File: config.mk
export PLATFORM = sky130hd
export DESIGN_NAME = multi_btn_debounce
export DESIGN_NICKNAME = d
export VERILOG_FILES = /design/src/rtl/multi_btn_debounce.sv
export SDC_FILE = /design/constraint.sdc
export NUM_CORES = 1
export LEC_CHECK = 0
export CAP_MARGIN = 0
export CORE_ASPECT_RATIO = 0.8
export CORE_MARGIN = 1
export CORE_UTILIZATION = 30
export CTS_BUF_LIST = sky130_fd_sc_hd__clkbuf_8 sky130_fd_sc_hd__clkbuf_16
export DETAILED_ROUTE_END_ITERATION = 8
export PLACE_DENSITY = 0.45
export SYNTH_ARGS = -nofsm -noshare
export SYNTH_HDL_FRONTEND = slang
export SYNTH_SLANG_ARGS = --single-unit
File: constraint.sdc
create_clock -name clk -period 3.23 [get_ports clk]
set_clock_uncertainty 0.2 [all_clocks]
set_input_delay 0.4845 -clock clk [delete_from_list [all_inputs] [get_ports clk]]
set_output_delay 0.4845 -clock clk [all_outputs]
set_load 0.01 [all_outputs]
File: src/rtl/multi_btn_debounce.sv
// -----------------------------------------------------------------------------
// multi_btn_debounce
// N-channel push-button conditioner for the front-panel input path. Each raw
// input is synchronised through two flops. It is then sampled on a shared
// prescaler tick and filtered so that the level only changes after STABLE_CNT
// consecutive disagreeing samples. Single-cycle press, release and
// auto-repeat strobes are derived from the filtered level.
//
// Ports:
//   clk        system clock (single domain)
//   rst        synchronous active-high reset
//   i_btn      raw asynchronous button inputs, active-high
//   o_level    debounced level per channel
//   o_press    one-clk pulse on debounced 0->1
//   o_release  one-clk pulse on debounced 1->0
//   o_repeat   one-clk pulse per auto-repeat while held (0 when REPEAT_EN=0)
// -----------------------------------------------------------------------------
module multi_btn_debounce #(
    parameter int N_BTN        = 5,
    parameter int SAMPLE_DIV   = 100,
    parameter int STABLE_CNT   = 4,
    parameter int REPEAT_EN    = 1,
    parameter int HOLD_TICKS   = 50000,
    parameter int REPEAT_TICKS = 10000
) (
    input  logic             clk,
    input  logic             rst,
    input  logic [N_BTN-1:0] i_btn,
    output logic [N_BTN-1:0] o_level,
    output logic [N_BTN-1:0] o_press,
    output logic [N_BTN-1:0] o_release,
    output logic [N_BTN-1:0] o_repeat
);

    localparam int DIV_W    = $clog2(SAMPLE_DIV);
    localparam int CNT_W    = (STABLE_CNT > 1) ? $clog2(STABLE_CNT) : 1;
    localparam int HOLD_MAX = (HOLD_TICKS > REPEAT_TICKS) ? HOLD_TICKS : REPEAT_TICKS;
    localparam int HOLD_W   = $clog2(HOLD_MAX + 1);

    localparam logic [DIV_W-1:0]  DIV_LAST = DIV_W'(SAMPLE_DIV - 1);
    localparam logic [CNT_W-1:0]  CNT_LAST = CNT_W'(STABLE_CNT - 1);
    localparam logic [HOLD_W-1:0] HOLD_END = HOLD_W'(HOLD_TICKS);
    localparam logic [HOLD_W-1:0] RPT_END  = HOLD_W'(REPEAT_TICKS);

    logic [N_BTN-1:0]  sync1_q, sync1_d;
    logic [N_BTN-1:0]  sync2_q, sync2_d;
    logic [DIV_W-1:0]  div_q, div_d;
    logic              tick;
    logic [CNT_W-1:0]  stab_q [N_BTN];
    logic [CNT_W-1:0]  stab_d [N_BTN];
    logic [HOLD_W-1:0] hold_q [N_BTN];
    logic [HOLD_W-1:0] hold_d [N_BTN];
    logic [N_BTN-1:0]  phase_q, phase_d;
    logic [N_BTN-1:0]  level_q, level_d;
    logic [N_BTN-1:0]  press_q, press_d;
    logic [N_BTN-1:0]  release_q, release_d;
    logic [N_BTN-1:0]  repeat_q, repeat_d;

    // Synchroniser and shared prescaler.
    always_comb begin
        sync1_d = i_btn;
        sync2_d = sync1_q;
        tick    = (div_q == DIV_LAST);
        div_d   = tick ? '0 : div_q + DIV_W'(1);
    end

    // Per-channel stability filter and auto-repeat.
    always_comb begin
        stab_d    = stab_q;
        hold_d    = hold_q;
        phase_d   = phase_q;
        level_d   = level_q;
        press_d   = '0;
        release_d = '0;
        repeat_d  = '0;
        for (int i = 0; i < N_BTN; i++) begin
            if (tick) begin
                if (sync2_q[i] == level_q[i]) begin
                    stab_d[i] = '0;
                end else if (stab_q[i] == CNT_LAST) begin
                    stab_d[i]    = '0;
                    level_d[i]   = sync2_q[i];
                    press_d[i]   = sync2_q[i];
                    release_d[i] = ~sync2_q[i];
                end else begin
                    stab_d[i] = stab_q[i] + CNT_W'(1);
                end
            end

            // The hold counter only runs on ticks where the level was already
            // high and stays high; the press tick clears it and the releasing
            // tick clears it without ever raising a repeat.
            if ((level_d[i] != level_q[i]) || !level_q[i]) begin
                hold_d[i]  = '0;
                phase_d[i] = 1'b0;
            end else if (tick) begin
                if ((hold_q[i] + HOLD_W'(1)) == (phase_q[i] ? RPT_END : HOLD_END)) begin
                    hold_d[i]   = '0;
                    phase_d[i]  = 1'b1;
                    repeat_d[i] = (REPEAT_EN != 0);
                end else begin
                    hold_d[i] = hold_q[i] + HOLD_W'(1);
                end
            end
        end
    end

    always_ff @(posedge clk) begin
        if (rst) begin
            sync1_q   <= '0;
            sync2_q   <= '0;
            div_q     <= '0;
            phase_q   <= '0;
            level_q   <= '0;
            press_q   <= '0;
            release_q <= '0;
            repeat_q  <= '0;
            for (int i = 0; i < N_BTN; i++) begin
                stab_q[i] <= '0;
                hold_q[i] <= '0;
            end
        end else begin
            sync1_q   <= sync1_d;
            sync2_q   <= sync2_d;
            div_q     <= div_d;
            phase_q   <= phase_d;
            level_q   <= level_d;
            press_q   <= press_d;
            release_q <= release_d;
            repeat_q  <= repeat_d;
            for (int i = 0; i < N_BTN; i++) begin
                stab_q[i] <= stab_d[i];
                hold_q[i] <= hold_d[i];
            end
        end
    end

    assign o_level   = level_q;
    assign o_press   = press_q;
    assign o_release = release_q;
    assign o_repeat  = repeat_q;

endmodule

-- After elaboration in Yosys (flattened, before gate mapping)
Cells that the tools add are included.
- register bits: 132
- output and inout port bits: 20
- logic and storage cells: 148
- add/sub/neg operators: 11
- equality and inequality tests: 21
- mux-type cells: 40
- bitwise operators: 11
- reduce and logical (&&, ||, !) cells: 31
- operators by type and width (operator ; number):
    2-to-1 mux 16 bit ; 10
    adder 16 x 1 -> 16 bit (second input constant) ; 5
    == test 16 bit ; 5
    2-to-1 mux 1 bit ; 20
    2-to-1 mux 2 bit ; 10
    OR reduction 4 bit ; 5
    OR reduction 3 bit ; 5
    OR reduction 2 bit ; 6
    inverter 1 bit ; 11
    adder 2 x 1 -> 2 bit (second input constant) ; 5
    == test 2 bit (second input constant) ; 5
    AND reduction 2 bit ; 5
    adder 7 x 1 -> 7 bit (second input constant) ; 1
    == test 7 bit (second input constant) ; 1
    == test 1 bit ; 5
    logical NOT 1 bit ; 5
    logical OR 1 bit ; 5
    inequality test 1 bit ; 5

-- Depth between registers and ports, before layout
Gate-level depths: netlist (run 1).
- word-level depth: 7
- depth in mapped cells: 10

-- Worst setup path after synthesis (run 1)
No wires, ideal clock.
- path type: reg2reg
- from: register hold_q[32] in the netlist's numbering
- to: register hold_q[41] in the netlist's numbering
- library setup time: 133 ps
- data arrival time: 2359 ps
- data required time: 2897 ps
- path slack: 538 ps
- cell stages (with the launch flop): 10
- buffers on the path: 1
- period minus slack after synthesis: 2692 ps
- cell sequence: dfxtp_1 > ha_1 > clkinv_1 > nor4_1 > xnor2_1 > or4_1 > a221o_1 > buf_6 > o31ai_1 > a31oi_1
- word-level cells in the longest chain between the ends: 3
- ends and longest elaborated chain (what ; line ; text):
    from (decl) ; 51 ; logic [HOLD_W-1:0] hold_q [N_BTN];
    from (signal, indexed assignment) ; 133 ; hold_q[i] <= hold_d[i];
    adder 16 x 1 -> 16 bit (*) ; 97, 102 ;
    == test 16 bit ; 97 ; if ((hold_q[i] + HOLD_W'(1)) == (phase_q[i] ? RPT_END : HOLD_END)) begin
    2-to-1 mux 16 bit (*) ; 97 ;
Mark *: on every way between the ends. The rest lies on a longest branch, timed or not.
A chain may end at the register's enable or synchronous reset.

-- Final worst setup path (run 1)
- from: register hold_q[57] in the netlist's numbering
- to: register hold_q[58] in the netlist's numbering
The elaborated chain is that of the path after synthesis.

==> results of run 1 <==
critical path, cell delays in order (launching register included):
cell      delay [ns]
dfxtp_1         0.44
nand4_2         0.25
nor4_1          0.43
xor2_1          0.16
or4b_1          0.53
a221o_2         0.50
a221oi_1        0.32
nor2_1          0.06
power groups by stage:
stage	combinational, mW	sequential (mW)	clock [mW]
finish	0.0302	1.64	1.97
global route	0.0336	1.64	2.11
CTS	0.0307	1.64	2.03
detailed placement	0.0307	1.68	0
global placement	0.0302	1.68	0
floorplan	0.0201	1.68	0
area by class of cell:
type | instances | area, um2 | area share [%]
clock inverter | 11 | 136 | 1.68
timing repair buffer | 63 | 538 | 6.63
inverter | 16 | 60.1 | 0.740
sequential | 132 | 2640 | 32.6
tap | 300 | 375 | 4.62
multi-input combinational | 645 | 3900 | 48.0
clock buffer | 20 | 467 | 5.75
synthesized netlist by cell type (3+ instances only):
master,instances
dfxtp_1,132
nand2_1,102
nor2_1,81
nand3_1,70
a21oi_1,48
clkbuf_1,41
xor2_1,39
nor3_1,34
xnor2_1,30
nand4_1,27
nor4_1,24
nor2b_1,18
inv_1,15
a31oi_1,14
and3_1,13
buf_2,12
nand3b_1,12
ha_1,11
a311oi_1,8
o31a_1,8
o21ai_0,7
o21ai_1,7
nand2b_1,6
or3_1,6
and4_1,5
buf_1,5
nand4b_1,5
o211ai_1,5
and2_1,4
mux2i_1,4
nor3b_1,4
nor4b_1,4
o21ba_1,4
or4_1,4
a2111oi_0,3
a221oi_1,3
a41oi_1,3
o2111ai_1,3
o22ai_1,3
registers in the layout (all words and copies together), names as in the netlist:
register   cells
div_q          7
hold_q        80
o_level        5
o_press        5
o_release      5
o_repeat       5
phase_q        5
stab_q        10
sync1_q        5
sync2_q        5
layer usage:
metal	GRT usage, %	vias to the layer above	wire, um
met1	20.5	2753	8670
li1	-	3101	-
met2	22.1	76	6760
met3	3.56	9	443
met4	4.65	0	146
met5	0	-	0
logic make-up after synthesis:
family,after synthesis
and+or+nand+nor,431
muxes,4
AOI/OAI and AO/OA,130
buffers and inverters,77
adders and majority gates,11
DFF,132
xor gates and xnor gates,69
path summary, 6_finish.rpt:
check | end | slack, ns | depth (start not counted)
hold reg to reg | sync2_q[0] | 0.24 | 1
setup / recovery | hold_q[58] | 0.21 | 7
setup reg to reg | hold_q[58] | 0.21 | 7
hold / removal | sync2_q[0] | 0.24 | 1
==> impl_metrics.toml, run 1 <==
[clock_network]
h-tree-depth = 4
cts_setup_buffers = 0
cts-root-buf = "clkbuf_16"
ctsResizeCount = 0
cts_tree = "done"
clock_sinks = 132
cts_buffer_depth = 2
clk_pin_slew_ns = 0.06
cts_buffers = 17
holdBufCountCts = 0
clk_latency_ns = 0.42

[setup_path]
path_max_fanout = 13
cp.arrival_ns = 3.12
startpoint = "hold_q[57]"
r2r-start = "hold_q[57]"
crit_required_ns = 3.33
setup.worst_path.class = "reg2reg"
critPathCaptureType = "flip-flop"
cp-start-kind = "flip-flop"

[synth]
async_flop_share_pct = 0
yosysUniqueCellTypes = 62
syn_area_um2 = 6830
synth-compound-area-share_pct = 12.7
synth_warnings = 0
synthTopCellsByArea = "dfxtp_1 (39%), nand2_1 (5.6%), nand3_1 (5.1%)"
synth_top_area_cell = "dfxtp_1"
synth.avg_cell_area_um2 = 7.99
synth_nets = 872
synth-edff-count = 0
synth.area.mux_share_pct = 0.587
synthCells = 854
synth_top_family_by_area = "simple AND/OR/NAND/NOR gates"
synth_top_area_share_pct = 38.7
synth_flop_cell = "dfxtp_1"
synthAdderAreaFrac_pct = 2.02
synth-xor-area-share_pct = 8.85
yosysSeqAreaShare_pct = 38.7
synth_seq_cells = 132
yosys.area_share.simple_pct = 32.5

[flow_run]
maxCapViolations = 0

[floorplanning]
initial_core_util_pct = 31.1
io_pins = 27
num_rows = 48
die_x_um = 171
core_area_um2 = 21900
die_y_um = 137
die-area_um2 = 23400

[final_layout]
final_cell_mix = "dfxtp_1 (131), nand2_1 (102), nor2_1 (81), nand3_1 (70), a21oi_1 (48)"
fin_util_pct = 37.0
fillers = 2267
fin_area_um2 = 8120
layout-drive-gt1-share_pct = 9.02
antenna_cells = 0
final_common_cell = "dfxtp_1"
finalNonFillerCells = 1187
area_delta_synth_final_pct = 18.9
fin_nets = 893

[routing]
drt_pre_antenna_iters = 5
via_per_inst = 5.00
drc = 0
dr.first_iter.drc_count = 367
wire_per_inst_um = 13.5
via_count = 5939
wirelength_um = 16000
ant_nets = 0

[sta]
min_period_over_period_pct = 93.4
maxSlewViolCount = 0
rsz0062_at_grt = "no"
hold_viol = 0
setup_ws_ns = 0.214
finalSetupTns_ns = 0
relSlewSlack_pct = 59.2
whs_ns = 0.240
max_slew.worst_pin.slew_ns = 0.596
fin_crit_ns = 3.02
clock.fmax_mhz = 332
setup_viol = 0

[min_path]
hp-class = "reg2reg"
hold_path.startpoint = "sync1_q[0]"

[place]
gp_congestion = 0.768
placedCellCount = 1156
portBuffers = 26
placed_area_um2 = 7490
pre_cts_ws_ns = 0.146
hpwl_um = 10800

[power_and_ir_drop]
ir_drop_mv = 0.329
combPwrFrac_pct = 0.8
p_leak_nw = 2.67
internal-power_mw = 2.91
p_sw_mw = 0.733
share_seq_of_total_power_pct = 45.1
sw_frac_of_total_pct = 20.1
total_power_mw = 3.65
pwr-share-clk_pct = 54.1
p_per_area_nw_per_um2 = 449

[global_route]
grt_pass1_wl_um = 27500
grt_max_degree = 45
track_usage_pct = 14.7
antenna_found_initial = 0
grt_overflow = 0
grt_pass1_vias = 5487

[outcome]
run_status = "finished, final reports clean"
Power figures use the tool's default switching activity.
==> run 2: changes to the inputs <==
Settings changed: CORE_UTILIZATION 30 to 61, PLACE_DENSITY 0.45 to 0.8.
==> impl_metrics.toml, run 2 (same netlist as run 1, synthesis figures left out) <==
[setup_path]
path_max_fanout = 13
reg2reg_depth = 7
r2r_slack_ns = 0.1
cp-start-kind = "flip-flop"
setup.worst_path.class = "reg2reg"
critPathCaptureType = "flip-flop"
reg2reg_to = "hold_q[58]"
cp.arrival_ns = 3.24
r2r-start = "hold_q[51]"
crit_required_ns = 3.34

[min_path]
hold_path.startpoint = "sync1_q[4]"
hp-class = "reg2reg"
holdPathEnd = "sync2_q[4]"
min_path_cells = 1

[global_route]
grt_pass1_wl_um = 26900
antenna_found_initial = 0
grt_max_degree = 62
track_usage_pct = 28.4
grt_pass1_vias = 5776
grt_overflow = 0

[final_layout]
largest-register = "hold_q"
final_cell_mix = "dfxtp_1 (131), nand2_1 (102), nor2_1 (81), nand3_1 (70), a21oi_1 (48)"
largest_reg_flops = 80
antenna_cells = 0
reg_top3 = "hold_q x80, stab_q x10, div_q x7"
fin_nets = 876
regArea_um2 = 2640
area_delta_synth_final_pct = 14.7
layout-drive-gt1-share_pct = 8.15
fillers = 830
multi_input_area_um2 = 3910
final_common_cell = "dfxtp_1"

[routing]
via_per_inst = 6.20
ant_nets = 0
via_count = 6297
drt_pre_antenna_iters = 5
wirelength_um = 15700
drc = 0
wire_per_inst_um = 15.5
dr.first_iter.drc_count = 692

[power_and_ir_drop]
p_leak_nw = 2.59
ir_drop_mv = 0.508
p_per_area_nw_per_um2 = 466

[sta]
clock.fmax_mhz = 319
setup_viol = 0
maxSlewViolCount = 0
relSlewSlack_pct = 52.3
finalSetupTns_ns = 0
setup_ws_ns = 0.0983
fin_crit_ns = 3.13
min_period_over_period_pct = 97.0
max_slew.worst_pin.slew_ns = 0.713
hold_viol = 0

[clock_network]
cts-root-buf = "clkbuf_16"
clk_pin_slew_ns = 0.06
ctsResizeCount = 0
cts_buffer_depth = 2
clk_latency_ns = 0.42
h-tree-depth = 4
holdBufCountCts = 0
cts_setup_buffers = 0
cts_tree = "done"
cts_buffers = 17
clock_sinks = 132

[floorplanning]
die_x_um = 120
num_rows = 34
die-area_um2 = 11600
die_y_um = 96.6
core_area_um2 = 10900
io_pins = 27
initial_core_util_pct = 62.7

[flow_run]
maxCapViolations = 0

[place]
gp_congestion = 0.971
pre_cts_ws_ns = 0.184
hpwl_um = 10200
portBuffers = 26

[outcome]
run_status = "finished, final reports clean"
[run 2: cell count changes in the layout (fill, tap and decap cells not counted), sizes merged]
cell,change
buf,-17
clkbuf,-3
clkinv,+6
clkinvlp,-2
[run 2: power breakdown]
part           switching [mW]  internal [mW]  leakage (nW)
Clock                   0.755           1.22         0.294
Combinational          0.0143         0.0171          1.23
Sequential            0.00678           1.64          1.07
Total                   0.776           2.87          2.59
[run 2: how the worst max path moves through the flow]
stage	from	to	depth (start not counted)	slack, ns
floorplan	hold_q[32]	hold_q[41]	9	0.54
global placement	hold_q[56]	hold_q[58]	7	0.27
detailed placement	hold_q[56]	hold_q[58]	7	0.18
CTS	hold_q[56]	hold_q[58]	7	0.10
global route	hold_q[52]	hold_q[58]	7	-0.04
finish	hold_q[51]	hold_q[58]	7	0.1
[run 2: layout make-up]
class,instances,area share (%)
multi-input cells,645,50.0
flip-flops and latches,132,33.8
clock buffers,17,5.43
repair buffers,46,5.40
clock inverters,15,2.32
well taps,144,2.30
inverters,16,0.767
[run 2: per-stage QoR]
step / utilization (%) / instance area [um2] / power [mW] / instances / hold WS, ns
floorplan: - / 6830 / 1.70 / 854 / 0.214
global placement: 65.9 / 7180 / 1.71 / 983 / 0.218
detailed placement: 65.9 / 7180 / 1.71 / 983 / 0.225
CTS: 71.5 / 7790 / 3.67 / 1015 / 0.238
global route: 71.9 / 7830 / 3.75 / 1015 / 0.258
finish: 71.9 / 7830 / 3.65 / 1015 / 0.237
[run 2: worst max-delay path, stage by stage, from the launching register on]
cell and delay [ns]:
dfxtp_1 0.48, nand4_1 0.28, nor4_2 0.44, xor2_1 0.18, or4b_1 0.56, a221o_2 0.50
a221oi_1 0.32, nor2_1 0.06
[run 2: routing by layer]
layer	vias to the layer above	global-route usage [%]	part of all wire [%]
met3	43	4.54	6.1
met4	0	13.3	2.4
li1	3070	-	-
met5	-	0	0
met2	262	46.1	48
met1	2922	36.9	44
==> run 3: changes to the inputs <==
Settings changed: REMOVE_ABC_BUFFERS set to 1, SLEW_MARGIN set to 10.
==> impl_metrics.toml, run 3 (same netlist as run 1, synthesis figures left out) <==
[place]
portBuffers = 26
placedCellCount = 981
hpwl_um = 10100
gp_congestion = 0.871

[power_and_ir_drop]
p_leak_nw = 2.58
p_sw_mw = 0.776
total_power_mw = 3.76
pwr-share-clk_pct = 55.4
sw_frac_of_total_pct = 20.7
ir_drop_mv = 0.370
p_per_area_nw_per_um2 = 481
internal-power_mw = 2.98
combPwrFrac_pct = 0.8
share_seq_of_total_power_pct = 43.8

[setup_path]
reg2reg_depth = 7
cp-start-kind = "flip-flop"
path_max_fanout = 13
cp.arrival_ns = 3.12
r2r_slack_ns = 0.18
crit_required_ns = 3.30
reg2reg_to = "hold_q[58]"
setup.worst_path.class = "reg2reg"
r2r-start = "hold_q[52]"
startpoint = "hold_q[52]"
critPathCaptureType = "flip-flop"

[global_route]
grt_pass1_wl_um = 26800
antenna_found_initial = 0
grt_overflow = 0
track_usage_pct = 28.0
grt_pass1_vias = 5937
grt_max_degree = 59

[flow_run]
maxCapViolations = 0

[routing]
drc = 0
ant_nets = 0
wirelength_um = 15600
via_count = 6293
drt_pre_antenna_iters = 5
via_per_inst = 6.22
dr.first_iter.drc_count = 624
wire_per_inst_um = 15.4

[final_layout]
fillers = 867
reg_top3 = "hold_q x80, stab_q x10, div_q x7"
fin_nets = 874
regArea_um2 = 2640
final_common_cell = "dfxtp_1"
antenna_cells = 0
largest_reg_flops = 80
area_delta_synth_final_pct = 14.5
layout-drive-gt1-share_pct = 7.49
multi_input_area_um2 = 3890
largest-register = "hold_q"
final_cell_mix = "dfxtp_1 (131), nand2_1 (102), nor2_1 (81), nand3_1 (70), a21oi_1 (48)"
finalNonFillerCells = 1012

[sta]
min_period_over_period_pct = 94.3
max_slew.worst_pin.slew_ns = 0.765
rsz0062_at_grt = "no"
whs_ns = 0.240
setup_viol = 0
fin_crit_ns = 3.05
maxSlewViolCount = 0
hold_viol = 0
relSlewSlack_pct = 48.8
clock.fmax_mhz = 328

[clock_network]
h-tree-depth = 4
clock_sinks = 132
clk_latency_ns = 0.42
clk_pin_slew_ns = 0.06
cts_buffer_depth = 2
cts_setup_buffers = 0
cts_buffers = 17
cts-root-buf = "clkbuf_16"
cts_tree = "done"
holdBufCountCts = 0

[floorplanning]
initial_core_util_pct = 62.7
die_x_um = 120
die_y_um = 96.6
core_area_um2 = 10900
die-area_um2 = 11600
io_pins = 27
num_rows = 34

[min_path]
hp-class = "reg2reg"
min_path_cells = 1
holdPathEnd = "sync2_q[1]"
hold_path.startpoint = "sync1_q[1]"

[outcome]
run_status = "finished, final reports clean"
## run 3: how the worst max path moves through the flow
stage / end / slack, ns
floorplan: hold_q[25] / -3.68
global placement: hold_q[58] / 0.26
detailed placement: hold_q[58] / 0.15
CTS: hold_q[58] / 0.14
global route: hold_q[10] / 0.03
finish: hold_q[58] / 0.18
## run 3: critical path, stage by stage (launching register included)
cell	delay, ns
dfxtp_1	0.47
nand4_1	0.26
nor4_2	0.43
xor2_1	0.23
or4b_1	0.45
a221o_2	0.49
a221oi_1	0.30
nor2_1	0.06
## run 3: power by group through the flow
| stage | registers, mW | clock network [mW] | logic [mW] |
|---|---|---|---|
| 2_1_floorplan | 1.68 | 0 | 0.0129 |
| 3_3_place_gp | 1.68 | 0 | 0.0305 |
| 3_5_place_dp | 1.68 | 0 | 0.0312 |
| 4_1_cts | 1.64 | 2.10 | 0.0315 |
| 5_1_grt | 1.64 | 2.18 | 0.0352 |
| 6_report | 1.64 | 2.08 | 0.0312 |
## run 3: layer usage
layer | vias to the layer above | share of wire [%] | global-route usage, %
met5 | - | 0 | 0
met4 | 0 | 1.8 | 11.3
met3 | 36 | 6.0 | 6.13
met2 | 225 | 47 | 44.9
met1 | 2965 | 45 | 36.5
li1 | 3067 | - | -
## run 3: layout make-up
class / count / area share [%]
multi-input cells: 645 / 49.7
flip-flops and latches: 132 / 33.8
clock buffers: 18 / 5.62
repair buffers: 44 / 5.22
clock inverters: 13 / 2.55
well taps: 144 / 2.31
inverters: 16 / 0.768
## run 3: through the flow
stage / worst slack, ns / utilization (%) / instance area [um2] / TNS [ns]
after floorplan: -3.68 / - / 6570 / -349.75
after detailed placement: 0.153 / 65.8 / 7170 / 0
after CTS: 0.139 / 71.7 / 7800 / 0
after global routing: 0.0257 / 71.8 / 7820 / 0
final: 0.184 / 71.8 / 7820 / 0
after global placement: 0.264 / 65.8 / 7170 / 0
## run 3: timing repair
item	in CTS	in global routing
setup endpoints to repair	0	15
gates resized for setup	0	5
hold endpoints to repair	0	0
